--- src/rtl/reg_file_32x32.sv ---
// rtl/reg_file_32x32.sv - 32-entry general-purpose register file, two operand read ports, one debug read port
// One synchronous write port driven by write-back; all reads are combinational.
module reg_file_32x32 #(
  parameter int unsigned DATA_W   = 32,
  parameter bit          ZERO_REG = 1'b1,
  parameter bit          BYPASS   = 1'b0
) (
  input  logic              clk,
  input  logic              rst,
  input  logic [4:0]        rs_addr,
  input  logic [4:0]        rt_addr,
  input  logic [4:0]        dbg_addr,
  input  logic [4:0]        wr_addr,
  input  logic [DATA_W-1:0] wr_data,
  input  logic              wr_en,
  output logic [DATA_W-1:0] rs_data,
  output logic [DATA_W-1:0] rt_data,
  output logic [DATA_W-1:0] dbg_data
);

  logic [DATA_W-1:0] regs_q [32];
  logic [DATA_W-1:0] regs_d [32];
  logic [31:0]       wr_strobe;

  // One-hot decode of the destination select; r0 is never strobed when hardwired.
  always_comb begin
    wr_strobe = '0;
    if (wr_en) begin
      wr_strobe[wr_addr] = 1'b1;
    end
    if (ZERO_REG) begin
      wr_strobe[0] = 1'b0;
    end
  end

  always_comb begin
    for (int i = 0; i < 32; i++) begin
      regs_d[i] = wr_strobe[i] ? wr_data : regs_q[i];
    end
  end

  // Reset wins over a same-cycle write.
  always_ff @(posedge clk) begin
    if (rst) begin
      for (int i = 0; i < 32; i++) begin
        regs_q[i] <= '0;
      end
    end else begin
      for (int i = 0; i < 32; i++) begin
        regs_q[i] <= regs_d[i];
      end
    end
  end

  // Operand ports may forward the in-flight write; the r0 rule overrides forwarding.
  always_comb begin
    rs_data = regs_q[rs_addr];
    if (BYPASS && wr_en && (wr_addr == rs_addr)) begin
      rs_data = wr_data;
    end
    if (ZERO_REG && (rs_addr == 5'd0)) begin
      rs_data = '0;
    end
  end

  always_comb begin
    rt_data = regs_q[rt_addr];
    if (BYPASS && wr_en && (wr_addr == rt_addr)) begin
      rt_data = wr_data;
    end
    if (ZERO_REG && (rt_addr == 5'd0)) begin
      rt_data = '0;
    end
  end

  // Debug view always shows committed storage.
  always_comb begin
    dbg_data = regs_q[dbg_addr];
    if (ZERO_REG && (dbg_addr == 5'd0)) begin
      dbg_data = '0;
    end
  end

endmodule
--- config.mk ---
export PLATFORM = sky130hd
export DESIGN_NAME = reg_file_32x32
export DESIGN_NICKNAME = d
export VERILOG_FILES = /design/src/rtl/reg_file_32x32.sv
export SDC_FILE = /design/constraint.sdc
export NUM_CORES = 2
export LEC_CHECK = 0
export CORE_MARGIN = 2
export CORE_UTILIZATION = 60
export DETAILED_ROUTE_END_ITERATION = 16
export GPL_TIMING_DRIVEN = 1
export PLACE_DENSITY = 0.78
export SLEW_MARGIN = 15
export SYNTH_ARGS = -nofsm -noshare
export SYNTH_HDL_FRONTEND = slang
export SYNTH_SLANG_ARGS = --single-unit
--- constraint.sdc ---
create_clock -name clk -period 3.25 [get_ports clk]
set_input_delay 0.325 -clock clk [delete_from_list [all_inputs] [get_ports clk]]
set_output_delay 0.325 -clock clk [all_outputs]
set_load 0.03 [all_outputs]
# ---- Yosys cells after proc, flatten, opt, wreduce, memory -nomap -nowiden
# Memories as Yosys holds them, arrays and structs flattened.
# Cells that the tools add are included.
dict set report op_classes {
  bitwise 32
  order_cmp 2
  muxes 72
  eq_ne 32
  n_reduce_logical 36
}
# cell count
set op_table {}
lappend op_table {{$mux W32} 67}
lappend op_table {{$reduce_and A2 Y1} 32}
lappend op_table {{$or A1 B1 Y1} 32}
lappend op_table {{$ne A1 B1 Y1 const B} 31}
lappend op_table {{$logic_not A5 Y1} 3}
lappend op_table {{$lt A5 B6 Y1 const B} 1}
lappend op_table {{$demux W1 S5} 1}
lappend op_table {{$ge A5 B1 Y1 const B} 1}
lappend op_table {{$mux W1} 4}
lappend op_table {{$logic_and A1 B1 Y1} 1}
lappend op_table {{$ne A0 B0 Y1} 1}
dict set report word_totals {
  regBits 0
  in_bits 55
  wordCells 175
  n_memories 1
  ram_bits 1024
}
# name depth width rd rd_clocked_by_memory_dff write_ports line_no
set memory_table {}
lappend memory_table {regs_q 32 32 3 0 32 21} ;# logic [DATA_W-1:0] regs_q [32];

# ---- Depth between registers and ports, before layout
dict set report depth {
  depth_word 8
  depth_mapped 9
  depth_no_buf 5
}

# ---- Worst setup path before layout
# No wires, ideal clock.
dict set report synth_path {
  kind {in2reg}
  start {input port wr_addr[1]}
  end {memory regs_q[20][0], enable pin}
  stages 2
  arrival_time_ns 2.365
  path_slack_ns 0.457
  setup_time_ns 0.428
  required_ns 2.822
  path_cell_list {or3b_2 o21bai_1}
}
# item line_no
set synth_rtl {}
lappend synth_rtl {{start, declared} 13} ;# input logic [4:0] wr_addr,
lappend synth_rtl {{end, declared} 21}

==> implementation parameters <==
Parameter                              Value

Outcome
  Outcome ... finished, final reports clean

Yosys
  Summed instance area of the synthesized netlist ... 57700 µm²
  Number of synthesized register bits ... 992
  Dominant cell by count in the synthesized netlist ... sky130_fd_sc_hd__edfxtp_1
  Most common flop cell mapped by yosys ... sky130_fd_sc_hd__edfxtp_1
  Asr flop ratio synth ... 0%
  Seq/Total Area, Yosys ... 51.6%
  Post-synth EDFFs ... 992
  Synth top area cells ... sky130_fd_sc_hd__edfxtp_1 (52%), sky130_fd_sc_hd__mux4_2 (23%), sky130_fd_sc_hd__mux2i_1 (4.4%)
  Count of synthesis-stage warnings from yosys ... 0
  Top post-synthesis cells by count ... sky130_fd_sc_hd__edfxtp_1 (992), sky130_fd_sc_hd__nor2_1 (635), sky130_fd_sc_hd__mux4_2 (597), sky130_fd_sc_hd__nand2_1 (281), sky130_fd_sc_hd__mux2i_1 (252)
  Avg Synthesized Cell Area ... 14.0 µm²
  Area fraction of the dominant cell type after synthesis ... 51.6%
  Number of standard cells after synthesis ... 4135
  Number of nets in the synthesized netlist ... 4190
  Library cells used by synthesis ... 41
  Area leader, netlist ... sky130_fd_sc_hd__edfxtp_1

Drt
  DRC violation count after routing ... 0
  Total via count in the routed design ... 43900
  Total Wirelength ... 206000 µm
  Length of the first detailed-routing pass in iterations ... 7
  Remaining number of nets flagged by the antenna check after routing ... 0
  Detail-routed net length per standard cell ... 36.8 µm
  Violation count after the first detailed-route iteration ... 8561
  Number of vias per cell ... 7.84

Setup path
  CP Launch Type ... flop
  Critical path startpoint ... regs_q[16][30]
  Data arrival time of the critical path ... 2.84 ns
  Critical path capture point type ... output pin
  Maximum net fanout on the critical path ... 3
  Path type of the worst setup path ... reg2out
  Critical path data required time ... 2.92 ns

Power
  Internal power ... 24.9 mW
  Leakage ... 22.8 nW
  Combinational share of power ... 19.6%
  Highest ir drop seen on vdd ... 0.458 mV
  Net Sw Power ... 9.41 mW
  Part of the total power dissipated in the clock network ... 34.5%
  Switching fraction of total power ... 27.4%
  Sequential cell fraction of total power ... 45.9%
  Tot Pwr ... 34.3 mW
  Power per unit of standard cell area ... 520 nW/µm²

GRT
  Via count of the first global-routing pass ... 43000
  Global route overflow ... 0
  Antenna violations before repair ... 5
  All-Layer GR Usage ... 41.7%
  Pin count of the biggest net entering global routing ... 65
  First-pass GRT wire length ... 293000 µm

STA
  Slew margin rel. ... 27.0%
  Unrepaired setup endpoints after global routing ... no
  Max frequency ... 0.316 GHz
  Final worst path period need ... 3.17 ns
  Final-report hold violation count ... 0
  Count of final max-slew check failures ... 0
  Final period utilization ... 97.4%
  TNS Setup ... 0 ns
  Slew @ Worst Pin ... 1.08 ns
  Final setup vio count ... 0

CTS
  Count of clock tree sinks ... 992
  Resized Gates After CTS ... 0
  Maximum clock path buffer count ... 3
  TritonCTS buffer count ... 104
  Clock tree from TritonCTS ... done
  Root cell of the clock tree ... sky130_fd_sc_hd__clkbuf_16
  Post-CTS setup buffer count ... 0
  Clock-pin slew reported for the worst setup and hold paths after clock tree synthesis ... 0.06 ns
  Deepest level of the CTS H-tree ... 3
  Number of hold-repair buffers added at the cts stage ... 0

Final layout
  Post-route core utilization ... 69.3%
  Number of fill cells in the layout ... 6102
  Top reg by flops ... regs_q
  Max reg flops ... 992
  Synthesis-to-finish area growth ... 14.3%
  Count of nets after finishing ... 4298
  Fraction of final layout cells sized beyond drive strength 1 ... 30.8%
  Largest regs ... regs_q (992)

Floorplanning
  Width of the die ... 314 µm
  Number of rows in the core area ... 113
  I/O pins ... 151
  Core Region ... 95200 µm²
  Die area ... 98700 µm²
  Die height ... 314 µm
  Initial standard-cell utilization of the core ... 60.6%

Placed design
  Placed wire-length estimate after detailed placement ... 128000 µm
  Final weighted congestion in routability-driven placement ... 0.951
  Number of input and output port buffers inserted ... 150

Worst hold path
  Worst Hold Class ... in2reg
  Min-Delay Startpoint ... rst

Flow run
  Count of max-cap constraint violations ... 0
[routing by layer]
| metal | global-route usage, % | share of wire (%) |
|---|---|---|
| met1 | 53.2 | 31 |
| met2 | 61.3 | 44 |
| met3 | 15.7 | 18 |
| met4 | 24.9 | 7.4 |
| met5 | 0 | 0.015 |
[final timing paths]
path              depth (start not counted)       endpoint  slack, ns
setup / recovery                          5   dbg_data[30]       0.08
hold / removal                            3  regs_q[1][25]       0.48
[logic make-up (layout without fill, tap and decap cells)]
group	count (synthesis)	in the layout	synth area share, %
simple gates	1182	1182	8.65
flops	992	992	51.6
buf+inv	467	656	3.73
mux	985	985	30.3
compound gates	509	509	5.67
other cells	0	4	0
[power by group through the flow]
stage          clock network (mW)  logic [mW]  registers (mW)
3_3_place_gp                    0        6.42            15.8
6_report                     11.8        6.71            15.7
5_1_grt                      12.3        6.88            15.8
3_5_place_dp                    0        6.49            15.9
4_1_cts                      11.8        6.53            15.7
2_1_floorplan                   0        3.96            15.7
[metrics by stage]
stage          hold slack (ns)  instances  cell area (µm²)  worst slack, ns
2_1_floorplan            0.708       4135            57700            0.457
3_3_place_gp              1.13       5402            62700            0.306
3_5_place_dp              1.14       5402            62700            0.261
4_1_cts                  0.444       5589            66000            0.179
5_1_grt                  0.471       5590            66000           0.0526
6_report                 0.483       5593            66000           0.0835
[critical path, stage by stage, from the launching register on]
cell and delay [ns]:
sky130_fd_sc_hd__edfxtp_1 0.44, sky130_fd_sc_hd__mux4_2 0.48, sky130_fd_sc_hd__mux2_2 0.27, sky130_fd_sc_hd__o211ai_1 0.30, sky130_fd_sc_hd__o21ai_1 0.39, sky130_fd_sc_hd__buf_12 0.27
[layout by cell type, fill, tap and decap left out, types with 32 or more instances in the layout]
cell type / instances
sky130_fd_sc_hd__edfxtp_1: 992
sky130_fd_sc_hd__nor2_1: 635
sky130_fd_sc_hd__mux4_2: 597
sky130_fd_sc_hd__nand2_1: 265
sky130_fd_sc_hd__mux2i_1: 252
sky130_fd_sc_hd__buf_4: 248
sky130_fd_sc_hd__a21oi_1: 160
sky130_fd_sc_hd__mux2_2: 136
sky130_fd_sc_hd__buf_12: 136
sky130_fd_sc_hd__clkbuf_16: 105
sky130_fd_sc_hd__nor2b_1: 80
sky130_fd_sc_hd__nor3_1: 72
sky130_fd_sc_hd__o211ai_1: 71
sky130_fd_sc_hd__a221oi_1: 69
sky130_fd_sc_hd__o21ai_0: 58
sky130_fd_sc_hd__a22oi_1: 39
sky130_fd_sc_hd__a31oi_1: 39
sky130_fd_sc_hd__clkdlybuf4s50_1: 39
sky130_fd_sc_hd__nand3_1: 37
sky130_fd_sc_hd__nand2b_1: 35
sky130_fd_sc_hd__inv_1: 32
[cell type report]
class / instances / area (µm²) / area share (%)
Antenna cell: 4 / 10.0 / 0.0152
Clock buffer: 120 / 2680 / 4.07
Clock inverter: 67 / 611 / 0.926
Inverter: 33 / 126 / 0.192
Multi-Input combinational cell: 2676 / 26000 / 39.5
Sequential cell: 992 / 29800 / 45.2
Tap cell: 1265 / 1580 / 2.40
Timing Repair Buffer: 436 / 5130 / 7.78
Power figures use the tool's default switching activity.
